[config.mk]
export PLATFORM = sky130hd
export DESIGN_NAME = syscall_string_printer
export DESIGN_NICKNAME = d
export VERILOG_FILES = /design/src/rtl/syscall_string_printer.sv
export SDC_FILE = /design/constraint.sdc
export NUM_CORES = 1
export LEC_CHECK = 0
export CAP_MARGIN = 15
export CELL_PAD_IN_SITES_DETAIL_PLACEMENT = 1
export CELL_PAD_IN_SITES_GLOBAL_PLACEMENT = 1
export CORE_MARGIN = 4
export CORE_UTILIZATION = 33
export CTS_CLUSTER_DIAMETER = 40
export DETAILED_ROUTE_END_ITERATION = 8
export GPL_ROUTABILITY_DRIVEN = 0
export PLACE_DENSITY = 0.76
export SKIP_LAST_GASP = 1
export SYNTH_ARGS = -nofsm -noshare
export SYNTH_HDL_FRONTEND = slang
export SYNTH_SLANG_ARGS = --single-unit
export TNS_END_PERCENT = 20
[constraint.sdc]
create_clock -name clk -period 2.4 [get_ports clk]
set_input_delay 0.36 -clock clk [delete_from_list [all_inputs] [get_ports clk]]
set_output_delay 0.36 -clock clk [all_outputs]
set_load 0.02 [all_outputs]
[src/rtl/syscall_string_printer.sv]
// syscall_string_printer
//
// Consumes the syscall handler's print-string pulse. On print_req the block walks
// data memory from str_addr one word at a time and emits one byte per char
// handshake. It stops at the first NUL byte, which is never emitted, or after
// MAX_LEN characters. In the MAX_LEN case truncated is raised alongside done.
//
// Ports
//   clk         in   1   single clock, all logic on the rising edge
//   rst_n       in   1   synchronous, active-low reset
//   print_req   in   1   single-cycle request, only sampled while idle
//   str_addr    in   32  byte address of the first character (any alignment)
//   mem_rd_en   out  1   word read strobe
//   mem_addr    out  32  word-aligned read address
//   mem_rdata   in   32  read data, valid exactly one cycle after mem_rd_en
//   char_valid  out  1   char_data is valid
//   char_data   out  8   character byte
//   char_ready  in   1   consumer accepts the character when valid && ready
//   busy        out  1   high whenever a string is in flight
//   done        out  1   one-cycle pulse when a string finishes
//   truncated   out  1   qualifies done: string ended by MAX_LEN, not by NUL
module syscall_string_printer #(
    parameter int MAX_LEN    = 1024,
    parameter bit BIG_ENDIAN = 1'b1
) (
    input  logic        clk,
    input  logic        rst_n,
    input  logic        print_req,
    input  logic [31:0] str_addr,
    output logic        mem_rd_en,
    output logic [31:0] mem_addr,
    input  logic [31:0] mem_rdata,
    output logic        char_valid,
    output logic [7:0]  char_data,
    input  logic        char_ready,
    output logic        busy,
    output logic        done,
    output logic        truncated
);

    localparam int CW = $clog2(MAX_LEN + 1);

    typedef enum logic [2:0] {
        S_IDLE,
        S_FETCH,
        S_WAIT,
        S_EMIT,
        S_DONE
    } state_t;

    state_t          r_state;
    state_t          w_state_nxt;
    logic [31:0]     r_ptr;
    logic [31:0]     r_buf;
    logic [CW-1:0]   r_count;
    logic            r_trunc;

    logic [7:0]      w_byte;
    logic            w_char_vld;
    logic            w_hs;
    logic [CW-1:0]   w_cnt_inc;
    logic            w_last;

    // Byte lane selection for the current pointer offset within the buffered word.
    // Big-endian places offset 0 in the most significant byte (MIPS layout).
    function automatic logic [7:0] sel_lane(input logic [31:0] word, input logic [1:0] off);
        logic [1:0] lane;
        lane = BIG_ENDIAN ? (2'd3 - off) : off;
        case (lane)
            2'd0:    sel_lane = word[7:0];
            2'd1:    sel_lane = word[15:8];
            2'd2:    sel_lane = word[23:16];
            default: sel_lane = word[31:24];
        endcase
    endfunction

    always_comb begin
        w_byte     = sel_lane(r_buf, r_ptr[1:0]);
        // Valid comes only from state and buffered data, never from char_ready.
        w_char_vld = (r_state == S_EMIT) && (w_byte != 8'h00);
        w_hs       = w_char_vld && char_ready;
        w_cnt_inc  = r_count + CW'(1);
        w_last     = (w_cnt_inc == CW'(MAX_LEN));
    end

    always_comb begin
        w_state_nxt = r_state;
        case (r_state)
            S_IDLE: begin
                if (print_req) begin
                    w_state_nxt = S_FETCH;
                end
            end
            S_FETCH: w_state_nxt = S_WAIT;
            S_WAIT:  w_state_nxt = S_EMIT;
            S_EMIT: begin
                if (w_byte == 8'h00) begin
                    w_state_nxt = S_DONE;
                end else if (w_hs) begin
                    if (w_last) begin
                        w_state_nxt = S_DONE;
                    end else if (r_ptr[1:0] == 2'd3) begin
                        // Crossing into the next word needs a fresh read.
                        w_state_nxt = S_FETCH;
                    end
                end
            end
            S_DONE:  w_state_nxt = S_IDLE;
            default: w_state_nxt = S_IDLE;
        endcase
    end

    always_ff @(posedge clk) begin
        if (!rst_n) begin
            r_state <= S_IDLE;
            r_ptr   <= 32'h0;
            r_buf   <= 32'h0;
            r_count <= '0;
            r_trunc <= 1'b0;
        end else begin
            r_state <= w_state_nxt;
            if ((r_state == S_IDLE) && print_req) begin
                r_ptr   <= str_addr;
                r_count <= '0;
                r_trunc <= 1'b0;
            end
            if (r_state == S_WAIT) begin
                r_buf <= mem_rdata;
            end
            if (w_hs) begin
                // The pointer wraps silently at the top of the address space.
                r_ptr   <= r_ptr + 32'd1;
                r_count <= w_cnt_inc;
                if (w_last) begin
                    r_trunc <= 1'b1;
                end
            end
        end
    end

    assign mem_rd_en  = (r_state == S_FETCH);
    assign mem_addr   = {r_ptr[31:2], 2'b00};
    assign char_valid = w_char_vld;
    assign char_data  = w_char_vld ? w_byte : 8'h00;
    assign busy       = (r_state != S_IDLE);
    assign done       = (r_state == S_DONE);
    assign truncated  = r_trunc;

endmodule
==> Flow_metrics.wiki <==
{| class="wikitable"
! Metric !! Value
|-
| End point of the critical path || r_ptr[25]$_SDFFE_PN0P_
|-
| Slowest cell on the critical path || sky130_fd_sc_hd__or4_1
|-
| Hold Vio Cnt, Final || 0
|-
| WP depth || 10
|-
| Yosys warning count || 0
|-
| Crit path cell chain || inv_4 -> buf_4 -> ha_4 -> a21oi_1 -> a22o_1 -> and4_4 -> buf_4 -> a21o_4 -> or4_1 -> a31oi_1
|-
| Count of final setup violators || 4
|-
| CP endpoint kind || flip-flop
|-
| Worst supply voltage drop on vdd || 0.387 mV
|-
| Static leakage || ~2.1 nW
|-
| Total iterations of the first detailed-routing run || 4
|-
| Combined area of all synthesized cells || 0.00459 sq mm
|-
| Netlist cell types || 60
|-
| Commonest non-fill, non-tap cell in the layout || sky130_fd_sc_hd__nand2_1
|-
| Worst R2R Start || r_ptr[0]$_SDFFE_PN0P_
|-
| Maximum level of the CTS H-tree || 3
|-
| F_max || 412 MHz
|-
| Clock input transition at the sequential cells of the worst setup and hold paths || 60 ps
|-
| Master cell of the clock root buffer || sky130_fd_sc_hd__clkbuf_16
|-
| Placed inst area || 0.00574 sq mm
|-
| Quantity of hold-fixing buffers added after cts || 0
|-
| Number of vias in the routed layout || 4687
|-
| Clock buffer count from CTS || 9
|-
| EDFF count, synth || 0
|-
| Die Height || about 130 microns
|-
| Setup CP Type || flip-flop to flip-flop
|-
| Clock period minus worst slack || 2430 ps
|-
| Standard cell core area || 0.0135 sq mm
|-
| PwrDens || roughly 630 mW/mm^2
|-
| Worst hold slack across all endpoints || 453 ps
|-
| Total non-filler cell area in the finished layout || a little over 0.006 sq mm
|-
| Pin count of the biggest net entering global routing || 63
|-
| Hold Startpoint || r_buf[28]$_SDFFE_PN0P_
|-
| Most frequent cells in the layout || sky130_fd_sc_hd__nand2_1, sky130_fd_sc_hd__clkdlybuf4s50_1, sky130_fd_sc_hd__dfxtp_1
|-
| CP max FO || 8
|-
| Count of buffer and inverter cells on the critical path || 3
|-
| Fin. max-slew vios || 0
|-
| R2R depth || 10
|-
| Post-detail-place hpwl || 10700 microns
|-
| Setup crit start || r_ptr[0]$_SDFFE_PN0P_
|-
| I/O Pins || 113
|-
| Post-route ant nets || 0
|-
| Dominant register cell in the synthesized netlist || sky130_fd_sc_hd__dfxtp_1
|-
| Signal arrival time at the worst endpoint || 2690 ps
|-
| Path class of the lowest-slack min-delay path || flip-flop to flip-flop
|-
| Remaining DRCs || 0
|-
| Unrepaired setup endpoints after global routing || yes
|-
| Starting density of the core || between 30% and 40%
|-
| Reg-to-reg slack, setup || -30 ps
|-
| Remaining global-route overflow || 0
|-
| Actual transition at the worst max-transition pin || 583 ps
|-
| Number of standard cells after synthesis || 591
|-
| Violations in the final reports || setup timing
|-
| Cell type group with the largest total delay on the critical path || simple AND/OR/NAND/NOR gates
|-
| Type of origin of the critical path || flip-flop
|-
| Data required, critical path || 2660 ps
|-
| Share of the core filled with cells || 45.8%
|-
| Number of DRC markers after the initial detailed-route iteration || 232
|-
| End of the worst register-to-register path || r_ptr[25]$_SDFFE_PN0P_
|-
| Max-cap viol count || 0
|-
| Area growth syn-to-layout || 34.2%
|-
| Mean area per synthesized cell || 7.76 sq um
|-
| Routed metal-1 wirelength || 7000 microns
|-
| Flip-flop and latch count after synthesis || 79
|-
| Cell seen most often among critical-path stages || sky130_fd_sc_hd__buf_4
|-
| Fraction of registers with async set/reset || 0%
|-
| Std cell rows || 42
|-
| Part of the cycle the worst path needs || 101%
|-
| Final net count || 745
|-
| Via count of the first global-routing pass || 4823
|-
| Result of the run || finished, violations left
|-
| Clock latency reported for the late side of the worst-skew pair || around 340 ps
|-
| Proportion of layout cells with a drive suffix above 1 || 12.4%
|-
| Number of port buffers || 110
|-
| Share of the yosys chip area belonging to registers || between 30% and 40%
|-
| Total track usage || 18.6%
|-
| Met2 Routed Length || 7320 microns
|-
| Post-detailed-routing wire length || 15400 microns
|-
| Global-route wire length before repair || 24500 microns
|-
| Die area || 0.0159 sq mm
|-
| Clock buffer depth || 2
|-
| Worst stage delay on the critical path || about 520 ps
|-
| Antenna diode instance count || 0
|-
| Final Skew || just under 8 ps
|-
| Antenna violations before repair || 0
|-
| Die outline width || 126 microns
|-
| Sinks on the clock net || 79
|-
| Total negative setup slack || -87.1 ps
|-
| Highest metal layer used by the detailed router || met4
|-
| Worst relative slew slack || between 60% and 70%
|-
| Average wire per standard cell || 18.0 microns
|-
| Post-detailed-route via-to-cell ratio || 5.50
|-
| TritonCTS clock tree || built
|-
| Smallest setup slack after layout || -28.0 ps
|-
| Met3 wirelength from detailed routing || 738 microns
|}
## flip-flops by register name (all words and copies together), names as in the netlist
signal	cells
r_buf	32
r_count	11
r_ptr	32
r_state	3
truncated	1
## report_power, final
part           switching, W  internal (W)
combinational      0.000565      0.000508
sequential         0.000115       0.00142
clock              0.000575      0.000691
total               0.00125       0.00261
## logic make-up after synthesis
group | after synthesis | share of synthesized area [%]
and+or+nand+nor | 244 | 26.2
muxes | 15 | 3.30
AOI/OAI and AO/OA | 152 | 22.6
xor gates and xnor gates | 1 | 0.191
buffers and inverters | 94 | 11.7
other | 1 | 0.0817
DFF | 79 | 34.5
adders and majority gates | 5 | 1.36
## worst min-delay path by stage
stage                     depth (start not counted)                endpoint  slack (ps)
after floorplan                                   2  r_buf[16]$_SDFFE_PN0P_         440
after global placement                            2  r_buf[27]$_SDFFE_PN0P_         450
after detailed placement                          2  r_buf[28]$_SDFFE_PN0P_         450
after CTS                                         2  r_buf[28]$_SDFFE_PN0P_         460
after global routing                              2  r_buf[28]$_SDFFE_PN0P_         480
final                                             2  r_buf[28]$_SDFFE_PN0P_         450
## cells in the mapped netlist (3+ instances only)
library cell | instances | area, sq um
sky130_fd_sc_hd__a311oi_1 | 6 | 52.6
sky130_fd_sc_hd__a22o_1 | 8 | 70.1
sky130_fd_sc_hd__a21oi_1 | 50 | 250
sky130_fd_sc_hd__o2bb2ai_1 | 4 | 35.0
sky130_fd_sc_hd__nand4_1 | 9 | 56.3
sky130_fd_sc_hd__and2_1 | 5 | 31.3
sky130_fd_sc_hd__and4_1 | 3 | 26.3
sky130_fd_sc_hd__clkbuf_1 | 26 | 97.6
sky130_fd_sc_hd__and4b_1 | 3 | 30.0
sky130_fd_sc_hd__a31oi_1 | 15 | 93.8
sky130_fd_sc_hd__o31a_1 | 12 | 105
sky130_fd_sc_hd__dfxtp_1 | 79 | 1580
sky130_fd_sc_hd__mux2i_1 | 14 | 140
sky130_fd_sc_hd__buf_6 | 6 | 67.6
sky130_fd_sc_hd__ha_1 | 5 | 62.6
sky130_fd_sc_hd__nand2b_1 | 3 | 18.8
sky130_fd_sc_hd__or3_1 | 5 | 31.3
sky130_fd_sc_hd__inv_1 | 17 | 63.8
sky130_fd_sc_hd__and3_1 | 17 | 106
sky130_fd_sc_hd__o21ai_0 | 6 | 30.0
sky130_fd_sc_hd__o311ai_0 | 5 | 43.8
sky130_fd_sc_hd__nor2_1 | 25 | 93.8
sky130_fd_sc_hd__o22ai_1 | 10 | 62.6
sky130_fd_sc_hd__nor3_1 | 6 | 30.0
sky130_fd_sc_hd__nand3_1 | 24 | 120
sky130_fd_sc_hd__buf_4 | 34 | 255
sky130_fd_sc_hd__or4_1 | 6 | 45.0
sky130_fd_sc_hd__a22oi_1 | 16 | 120
sky130_fd_sc_hd__buf_2 | 9 | 45.0
sky130_fd_sc_hd__o31ai_1 | 4 | 30.0
sky130_fd_sc_hd__nand2_1 | 120 | 450
sky130_fd_sc_hd__or2_2 | 3 | 18.8
## timing repair
action,CTS,global route
pin swaps,1,8
gates cloned,1,1
setup endpoints to repair,52,46
setup buffers,0,2
resized for setup,21,22
## layout make-up
type / count / area, sq um
timing repair buffer: 143 / 1390
tap: 176 / 220
clock inverter: 6 / 38.8
fill: 1645 / 7290
multi-input combinational: 421 / 2620
clock buffer: 9 / 225
sequential: 79 / 1590
inverter: 18 / 70.1
## worst reg2reg max path, stage by stage (launching register included)
cell	delay, ps
sky130_fd_sc_hd__dfxtp_4	370
sky130_fd_sc_hd__inv_4	70
sky130_fd_sc_hd__buf_4	120
sky130_fd_sc_hd__ha_4	190
sky130_fd_sc_hd__a21oi_1	90
sky130_fd_sc_hd__a22o_1	230
sky130_fd_sc_hd__and4_4	200
sky130_fd_sc_hd__buf_4	160
sky130_fd_sc_hd__a21o_4	240
sky130_fd_sc_hd__or4_1	520
sky130_fd_sc_hd__a31oi_1	170
## layer usage
layer	vias up	global-route usage, %
met5	-	0
met4	0	6.12
met3	17	4.32
met2	123	30.6
met1	2288	24.0
li1	2259	-
## metrics by stage
stage,instances,power [W],worst slack (ps)
floorplan,592,0.00215,41.7
global placement,833,0.00252,-237
detailed placement,833,0.00256,-343
CTS,849,0.00384,-204
global route,852,0.00406,-107
finish,852,0.00387,-28.0
No activity file was read; power rests on OpenSTA's default activity.
